**src/rtl/id_pkg.sv**
```systemverilog
// Shared decode constants, control bundle and the combinational decode,
// condition-check and RAW-hazard helpers for the ARM ID stage.
package id_pkg;

    localparam logic [1:0] MODE_DP  = 2'b00;
    localparam logic [1:0] MODE_MEM = 2'b01;
    localparam logic [1:0] MODE_BR  = 2'b10;

    localparam logic [3:0] OP_AND = 4'b0000, OP_EOR = 4'b0001, OP_SUB = 4'b0010,
                           OP_ADD = 4'b0100, OP_ADC = 4'b0101, OP_SBC = 4'b0110,
                           OP_TST = 4'b1000, OP_CMP = 4'b1010, OP_ORR = 4'b1100,
                           OP_MOV = 4'b1101, OP_MVN = 4'b1111;

    localparam logic [3:0] CMD_MOV = 4'b0001, CMD_ADD = 4'b0010, CMD_ADC = 4'b0011,
                           CMD_SUB = 4'b0100, CMD_SBC = 4'b0101, CMD_AND = 4'b0110,
                           CMD_ORR = 4'b0111, CMD_EOR = 4'b1000, CMD_MVN = 4'b1001;

    localparam logic [3:0] COND_EQ = 4'h0, COND_NE = 4'h1, COND_CS = 4'h2, COND_CC = 4'h3,
                           COND_MI = 4'h4, COND_PL = 4'h5, COND_VS = 4'h6, COND_VC = 4'h7,
                           COND_HI = 4'h8, COND_LS = 4'h9, COND_GE = 4'hA, COND_LT = 4'hB,
                           COND_GT = 4'hC, COND_LE = 4'hD, COND_AL = 4'hE, COND_NV = 4'hF;

    // Hazard helper compares indices at this fixed width; callers zero-extend.
    localparam int IDX_W = 8;

    typedef struct packed {
        logic       mem_read;
        logic       mem_write;
        logic       wb_en;
        logic       branch;
        logic       s;
        logic [3:0] cmd;
    } ctrl_t;

    function automatic ctrl_t decode(input logic [31:0] instr);
        ctrl_t c;
        c = '0;
        case (instr[27:26])
            MODE_DP: begin
                c.wb_en = 1'b1;
                c.s     = instr[20];
                case (instr[24:21])
                    OP_MOV: c.cmd = CMD_MOV;
                    OP_MVN: c.cmd = CMD_MVN;
                    OP_ADD: c.cmd = CMD_ADD;
                    OP_ADC: c.cmd = CMD_ADC;
                    OP_SUB: c.cmd = CMD_SUB;
                    OP_SBC: c.cmd = CMD_SBC;
                    OP_AND: c.cmd = CMD_AND;
                    OP_ORR: c.cmd = CMD_ORR;
                    OP_EOR: c.cmd = CMD_EOR;
                    OP_CMP: begin c.cmd = CMD_SUB; c.wb_en = 1'b0; end
                    OP_TST: begin c.cmd = CMD_AND; c.wb_en = 1'b0; end
                    default: c = '0;
                endcase
            end
            MODE_MEM: begin
                c.cmd = CMD_ADD;
                if (instr[20]) begin
                    c.mem_read = 1'b1;
                    c.wb_en    = 1'b1;
                end else begin
                    c.mem_write = 1'b1;
                end
            end
            MODE_BR: c.branch = 1'b1;
            default: c = '0;
        endcase
        return c;
    endfunction

    // nzcv = {N,Z,C,V}
    function automatic logic cond_pass(input logic [3:0] cond, input logic [3:0] nzcv);
        logic n, z, cy, v;
        {n, z, cy, v} = nzcv;
        case (cond)
            COND_EQ: return z;
            COND_NE: return ~z;
            COND_CS: return cy;
            COND_CC: return ~cy;
            COND_MI: return n;
            COND_PL: return ~n;
            COND_VS: return v;
            COND_VC: return ~v;
            COND_HI: return cy & ~z;
            COND_LS: return ~cy | z;
            COND_GE: return n == v;
            COND_LT: return n != v;
            COND_GT: return ~z & (n == v);
            COND_LE: return z | (n != v);
            COND_AL: return 1'b1;
            default: return 1'b0;
        endcase
    endfunction

    function automatic logic is_str(input logic [31:0] instr);
        return (instr[27:26] == MODE_MEM) && !instr[20];
    endfunction

    function automatic logic uses_rn(input logic [31:0] instr);
        logic is_mov;
        is_mov = (instr[27:26] == MODE_DP) &&
                 ((instr[24:21] == OP_MOV) || (instr[24:21] == OP_MVN));
        return !(is_mov || (instr[27:26] == MODE_BR));
    endfunction

    function automatic logic two_src(input logic [31:0] instr);
        return !instr[25] || is_str(instr);
    endfunction

    function automatic logic raw_hazard(input logic             use1,
                                        input logic             use2,
                                        input logic [IDX_W-1:0] src1,
                                        input logic [IDX_W-1:0] src2,
                                        input logic             exe_wb,
                                        input logic [IDX_W-1:0] exe_dest,
                                        input logic             mem_wb,
                                        input logic [IDX_W-1:0] mem_dest);
        logic m1, m2;
        m1 = (exe_wb && exe_dest == src1) || (mem_wb && mem_dest == src1);
        m2 = (exe_wb && exe_dest == src2) || (mem_wb && mem_dest == src2);
        return (use1 && m1) || (use2 && m2);
    endfunction

endpackage

```
**src/rtl/id_stage_piped_reg_file_bypass.sv**
```systemverilog
// Register file with synchronous reset/write and combinational read ports
// that forward a same-cycle write.
module reg_file_bypass #(
    parameter int DATA_WIDTH      = 32,
    parameter int NUM_REGS        = 16,
    parameter int RESET_REG_INDEX = 1,
    localparam int REG_AW = ($clog2(NUM_REGS) < 4) ? 4 : $clog2(NUM_REGS)
) (
    input  logic                  i_clk,
    input  logic                  i_rst,
    input  logic                  i_we,
    input  logic [REG_AW-1:0]     i_waddr,
    input  logic [DATA_WIDTH-1:0] i_wdata,
    input  logic [REG_AW-1:0]     i_raddr1,
    input  logic [REG_AW-1:0]     i_raddr2,
    output logic [DATA_WIDTH-1:0] o_rdata1,
    output logic [DATA_WIDTH-1:0] o_rdata2
);

    logic [DATA_WIDTH-1:0] r_regs [NUM_REGS];

    always_ff @(posedge i_clk) begin
        if (i_rst) begin
            for (int i = 0; i < NUM_REGS; i++)
                r_regs[i] <= (RESET_REG_INDEX != 0) ? DATA_WIDTH'(i) : '0;
        end else if (i_we) begin
            r_regs[i_waddr] <= i_wdata;
        end
    end

    assign o_rdata1 = (i_we && i_waddr == i_raddr1) ? i_wdata : r_regs[i_raddr1];
    assign o_rdata2 = (i_we && i_waddr == i_raddr2) ? i_wdata : r_regs[i_raddr2];

endmodule

```
**src/rtl/id_stage_piped.sv**
```systemverilog
// ARM decode stage: control decode, condition check, register read with
// bypass, RAW hazard detection and the ID/EX pipeline register.
module id_stage_piped
    import id_pkg::*;
#(
    parameter int DATA_WIDTH      = 32,
    parameter int NUM_REGS        = 16,
    parameter int RESET_REG_INDEX = 1,
    localparam int REG_AW = ($clog2(NUM_REGS) < 4) ? 4 : $clog2(NUM_REGS)
) (
    input  logic                  i_clk,
    input  logic                  i_rst,
    input  logic                  i_id_valid,
    input  logic [DATA_WIDTH-1:0] i_pc_in,
    input  logic [31:0]           i_instr_in,
    input  logic [3:0]            i_status_in,
    input  logic                  i_flush,
    input  logic                  i_exe_wb_en,
    input  logic [REG_AW-1:0]     i_exe_dest,
    input  logic                  i_mem_wb_en,
    input  logic [REG_AW-1:0]     i_mem_dest,
    input  logic                  i_wb_en,
    input  logic [REG_AW-1:0]     i_wb_dest,
    input  logic [DATA_WIDTH-1:0] i_wb_data,
    output logic                  o_hazard,
    output logic [DATA_WIDTH-1:0] o_ex_pc,
    output logic                  o_ex_mem_read,
    output logic                  o_ex_mem_write,
    output logic                  o_ex_wb_en,
    output logic                  o_ex_branch,
    output logic                  o_ex_s,
    output logic [3:0]            o_ex_cmd,
    output logic [DATA_WIDTH-1:0] o_ex_val_rn,
    output logic [DATA_WIDTH-1:0] o_ex_val_rm,
    output logic                  o_ex_imm,
    output logic [11:0]           o_ex_shift_op,
    output logic [23:0]           o_ex_simm24,
    output logic [REG_AW-1:0]     o_ex_dest,
    output logic [REG_AW-1:0]     o_ex_src1,
    output logic [REG_AW-1:0]     o_ex_src2
);

    ctrl_t                 w_ctrl;
    logic                  w_cond_ok, w_hazard, w_bubble;
    logic [REG_AW-1:0]     w_src1, w_src2;
    logic [DATA_WIDTH-1:0] w_val_rn, w_val_rm;

    ctrl_t                 r_ctrl;
    logic [DATA_WIDTH-1:0] r_pc, r_val_rn, r_val_rm;
    logic                  r_imm;
    logic [11:0]           r_shift_op;
    logic [23:0]           r_simm24;
    logic [REG_AW-1:0]     r_dest, r_src1, r_src2;

    assign w_ctrl    = decode(i_instr_in);
    assign w_cond_ok = cond_pass(i_instr_in[31:28], i_status_in);
    assign w_src1    = REG_AW'(i_instr_in[19:16]);
    assign w_src2    = is_str(i_instr_in) ? REG_AW'(i_instr_in[15:12])
                                          : REG_AW'(i_instr_in[3:0]);

    // A taken branch overrides the stall so IF can fetch the target.
    assign w_hazard = i_id_valid && !i_flush &&
                      raw_hazard(uses_rn(i_instr_in), two_src(i_instr_in),
                                 IDX_W'(w_src1), IDX_W'(w_src2),
                                 i_exe_wb_en, IDX_W'(i_exe_dest),
                                 i_mem_wb_en, IDX_W'(i_mem_dest));
    assign w_bubble = w_hazard || !i_id_valid || !w_cond_ok;
    assign o_hazard = w_hazard;

    reg_file_bypass #(
        .DATA_WIDTH     (DATA_WIDTH),
        .NUM_REGS       (NUM_REGS),
        .RESET_REG_INDEX(RESET_REG_INDEX)
    ) u_rf (
        .i_clk   (i_clk),
        .i_rst   (i_rst),
        .i_we    (i_wb_en),
        .i_waddr (i_wb_dest),
        .i_wdata (i_wb_data),
        .i_raddr1(w_src1),
        .i_raddr2(w_src2),
        .o_rdata1(w_val_rn),
        .o_rdata2(w_val_rm)
    );

    always_ff @(posedge i_clk) begin
        if (i_rst || i_flush) begin
            r_ctrl     <= '0;
            r_pc       <= '0;
            r_val_rn   <= '0;
            r_val_rm   <= '0;
            r_imm      <= 1'b0;
            r_shift_op <= '0;
            r_simm24   <= '0;
            r_dest     <= '0;
            r_src1     <= '0;
            r_src2     <= '0;
        end else begin
            r_ctrl     <= w_bubble ? '0 : w_ctrl;
            r_pc       <= i_pc_in;
            r_val_rn   <= w_val_rn;
            r_val_rm   <= w_val_rm;
            r_imm      <= i_instr_in[25];
            r_shift_op <= i_instr_in[11:0];
            r_simm24   <= i_instr_in[23:0];
            r_dest     <= REG_AW'(i_instr_in[15:12]);
            r_src1     <= w_src1;
            r_src2     <= w_src2;
        end
    end

    assign o_ex_pc        = r_pc;
    assign o_ex_mem_read  = r_ctrl.mem_read;
    assign o_ex_mem_write = r_ctrl.mem_write;
    assign o_ex_wb_en     = r_ctrl.wb_en;
    assign o_ex_branch    = r_ctrl.branch;
    assign o_ex_s         = r_ctrl.s;
    assign o_ex_cmd       = r_ctrl.cmd;
    assign o_ex_val_rn    = r_val_rn;
    assign o_ex_val_rm    = r_val_rm;
    assign o_ex_imm       = r_imm;
    assign o_ex_shift_op  = r_shift_op;
    assign o_ex_simm24    = r_simm24;
    assign o_ex_dest      = r_dest;
    assign o_ex_src1      = r_src1;
    assign o_ex_src2      = r_src2;

endmodule

```
**config.mk**
```make
export PLATFORM = sky130hd
export DESIGN_NAME = id_stage_piped
export DESIGN_NICKNAME = d
export VERILOG_FILES = /design/src/rtl/id_pkg.sv /design/src/rtl/id_stage_piped_reg_file_bypass.sv /design/src/rtl/id_stage_piped.sv
export SDC_FILE = /design/constraint.sdc
export NUM_CORES = 1
export LEC_CHECK = 0
export ABC_AREA = 1
export CORE_ASPECT_RATIO = 0.9
export CORE_MARGIN = 3
export CORE_UTILIZATION = 54
export DETAILED_ROUTE_END_ITERATION = 12
export PLACE_DENSITY = 0.75
export SYNTH_ARGS = -nofsm -noshare
export SYNTH_HDL_FRONTEND = slang
export SYNTH_SLANG_ARGS = --single-unit
```
**constraint.sdc**
```tcl
create_clock -name i_clk -period 5.7 [get_ports i_clk]
set_input_delay 1.71 -clock i_clk [delete_from_list [all_inputs] [get_ports i_clk]]
set_output_delay 1.71 -clock i_clk [all_outputs]
set_load 0.05 [all_outputs]
```
==> summary.txt <==
Setup Skew - 12.24 ps
Area Overhead vs Synth - 16.08%
WL/cell - 23.50 µm
largest net degree at the start of global routing - 253
share of cells above drive strength 1 - 5.586%
first-pass GRT wire length - 164200 µm
DR iter-0 viols - 4755
Worst Hold End - o_ex_val_rm[16]$_SDFF_PP0_
Detail Route Antenna Nets - 0
Yosys cell types - 34
NetSw - 3.220 mW
Antenna Cells - 0
ranking of synthesized cells by area - edfxtp_1 (47%), dfxtp_1 (8.2%), nand3_1 (7.1%)
Hold Path Stages - 6
Final Hold Vio Count - 0
post-route cell area - 38130 µm²
# nets final - 4037
grt ovf - 0
asr flop ratio synth - 0%
Worst-path clk slew - 60 ps
Combinational Power Share - 14.9%
top cell type by total area after synthesis - edfxtp_1
Slew @ Worst Pin - 1170 ps
sequential area share after synthesis - 54.97%
first-pass iteration count of the detailed router - 6
Die Ht - 240.0 µm
register-to-register path setup slack - 4070 ps
Die ar. - 63830 µm²
#FFs+latches synth - 646
Max-slew headroom - 21.98%
Max Freq - 185.5 MHz
clk sinks - 646
Crit Reg-Reg Startpoint - u_rf.r_regs[5][20]$_SDFFCE_PN0P_
startpoint types - input pin
Hold Crit Class - reg2reg
Max VDD drop - 0.2074 mV
FF-to-FF End - o_ex_val_rn[20]$_SDFF_PP0_
Inserted Clock Buffers - 69
Flop pwr share - 46.3%
Main synth FF type - edfxtp_1
number of global-route vias before repair - 26.92k
Pwr Density - 308.5 nW/µm²
worst-skew pair later-pin latency - 610 ps
cell area after synthesis - 32850 µm²
post-route setup TNS - 0 ps
YS warnings - 0
Syn Inst Count - 3844
CP endpoint kind - primary output
final wirelength - 111800 µm
status - finished, final reports clean
row cnt - 85
initial antenna violation count - 2
CP max FO - 11
syn avg cell area - 8.545 µm²
Synth top area share - 46.81%
minimum clock period - 5391 ps
kind of critical path - in2out
Die X - 266.0 µm
FILL cells - 5030
Placed Area - 35830 µm²
unrepaired setup endpoints after global routing - no
Post-CTS Setup Bufs - 0
Post-Syn Nets - 3963
CP required - 3990 ps
Synth top cells by count - nor2_1 (610), edfxtp_1 (512), nand3_1 (465), inv_1 (448), nand2_1 (398)
MaxCap Viol Count - 0
H-tree Lvls - 3
Via Count - 29.43k
Core ar. - 59980 µm²
CTS tree - yes
Leak Pwr - 15.40 nW
clock root cell - clkbuf_16
Worst Min Path Start - u_rf.r_regs[12][16]$_SDFFCE_PN0P_
IO Port Bufs - 273
Max Buffers Root-to-Sink - 3
GPL Wtd Cong - 0.8910
I/O Pins - 274
Worst Path Arrival - 3680 ps
P_int - 8.542 mW
number of setup violations in the final report - 0
Clk network pwr share - 38.8%
# hold bufs at CTS - 0
DP HPWL - 61900 µm
Residual DRC - 0
EDFF count, synth - 512
Slew Viols, Final - 0
Net Sw Frac - 27.38%
R2R depth - 6
most instantiated library cell after synthesis - nor2_1
starting density of the core - 54.76%
GRT Overall Usage - 34.38%
PostCTS Resize Cnt - 0
vias per std cell - 6.186
Final Cycle Share - 94.58%
-- routing by layer --
| layer | routed length, µm | share of wire (%) | global-route usage, % | vias up |
|---|---|---|---|---|
| li1 | - | - | - | 13160 |
| met1 | 40000 | 36 | 46.55 | 13440 |
| met2 | 48270 | 43 | 52.11 | 2404 |
| met3 | 17500 | 16 | 8.616 | 424 |
| met4 | 6027 | 5.4 | 16.74 | 2 |
| met5 | 9 | 0.0080 | 0 | - |
-- sequential cells by signal, summed over array words and instances (netlist names) --
name,flops
o_ex_src2,4
o_ex_shift_op,11
o_ex_mem_write,1
o_ex_imm,1
o_ex_s,1
o_ex_cmd,4
o_ex_branch,1
u_rf.r_regs,512
o_ex_pc,32
o_ex_wb_en,1
o_ex_val_rm,32
o_ex_simm24,13
o_ex_val_rn,32
o_ex_mem_read,1
-- critical path, stage by stage --
cell and delay (ps):
clkdlybuf4s50_1 490, inv_2 130, nand3_2 270, nand2_2 230, nand2_8 60, nand2_1 60, nand2_1 40, nor2_1 110
nand3_1 80, nand2_1 70, nand2_1 40, nand2_1 50, nand2_1 70, inv_1 100, buf_12 140
-- metrics by stage --
| stage | hold slack, ps | instances | total power, mW | util (%) | setup WS (ps) |
|---|---|---|---|---|---|
| 2_1_floorplan | 669.4 | 3844 | 6.629 | - | 1010 |
| 3_3_place_gp | 710.0 | 4630 | 7.219 | 59.74 | 299.7 |
| 3_5_place_dp | 721.1 | 4630 | 7.247 | 59.74 | 325.1 |
| 4_1_cts | 728.5 | 4757 | 11.74 | 63.57 | 312.6 |
| 5_1_grt | 775.9 | 4757 | 12.11 | 63.57 | 138.3 |
| 6_report | 734.8 | 4757 | 11.76 | 63.57 | 309.0 |
-- how the worst max path moves through the flow --
| stage | from | end | slack (ps) |
|---|---|---|---|
| 5_1_grt | i_instr_in[20] | o_hazard | 140 |
| 6_report | i_instr_in[20] | o_hazard | 310 |
| 2_1_floorplan | i_instr_in[27] | o_hazard | 1010 |
| 4_1_cts | i_instr_in[20] | o_hazard | 310 |
| 3_3_place_gp | i_instr_in[20] | o_hazard | 300 |
| 3_5_place_dp | i_instr_in[20] | o_hazard | 330 |
-- cells in the final DEF, fill, tap and decap left out, types with 2 or more instances in the layout --
master           synthesis  routed
xnor2_1                  3       3
or2_2                    2       2
bufinv_16                0       3
nor3_1                  10      10
inv_6                    0       5
o221ai_1                12      12
clkbuf_16                0      73
nand2_8                  0       2
buf_2                  102       2
a21oi_1                262     262
o21ai_0                299     299
nand2_2                  8      23
xor2_1                   3       3
clkdlybuf4s50_1          0     268
clkinv_1                36      37
dfxtp_1                134     134
o22ai_1                  8       8
nand3_1                465     464
edfxtp_1               512     512
buf_4                   31      55
buf_12                   0      16
o21ai_1                 14      14
o211ai_1               267     267
clkinv_2                 0       9
o31ai_1                  2       2
clkbuf_8                 0      14
inv_1                  448     445
nor2_4                   1       2
nand4_1                  2       2
clkbuf_1               180      18
nor2_1                 610     609
nand2_1                398     380
clkinvlp_4               0       2
inv_2                    1       5
-- power by group through the flow --
stage / Combinational (mW) / Sequential (mW) / Clock [mW]
6_report: 1.75 / 5.45 / 4.56
5_1_grt: 1.88 / 5.47 / 4.76
4_1_cts: 1.71 / 5.45 / 4.58
3_5_place_dp: 1.70 / 5.55 / 0
3_3_place_gp: 1.68 / 5.54 / 0
2_1_floorplan: 0.946 / 5.68 / 0
-- final cells by class --
type | instances | area [µm²] | share of cell area (%)
Inverter | 485 | 1821 | 4.774
Clock buffer | 106 | 2095 | 5.493
Clock inverter | 21 | 201.4 | 0.5283
Tap cell | 783 | 979.7 | 2.569
Sequential cell | 646 | 18060 | 47.36
Multi-Input combinational cell | 2373 | 11520 | 30.22
Timing Repair Buffer | 343 | 3452 | 9.053
-- cells by family after synthesis --
kind of cell              Yosys count  share of synthesized area (%)
xor gates and xnor gates            6                         0.1600
buffers and inverters             825                          10.26
AOI/OAI and AO/OA                 869                          15.54
and+or+nand+nor                  1498                          19.07
DFF                               646                          54.97
Note: power is estimated with default switching activity, not from simulation.
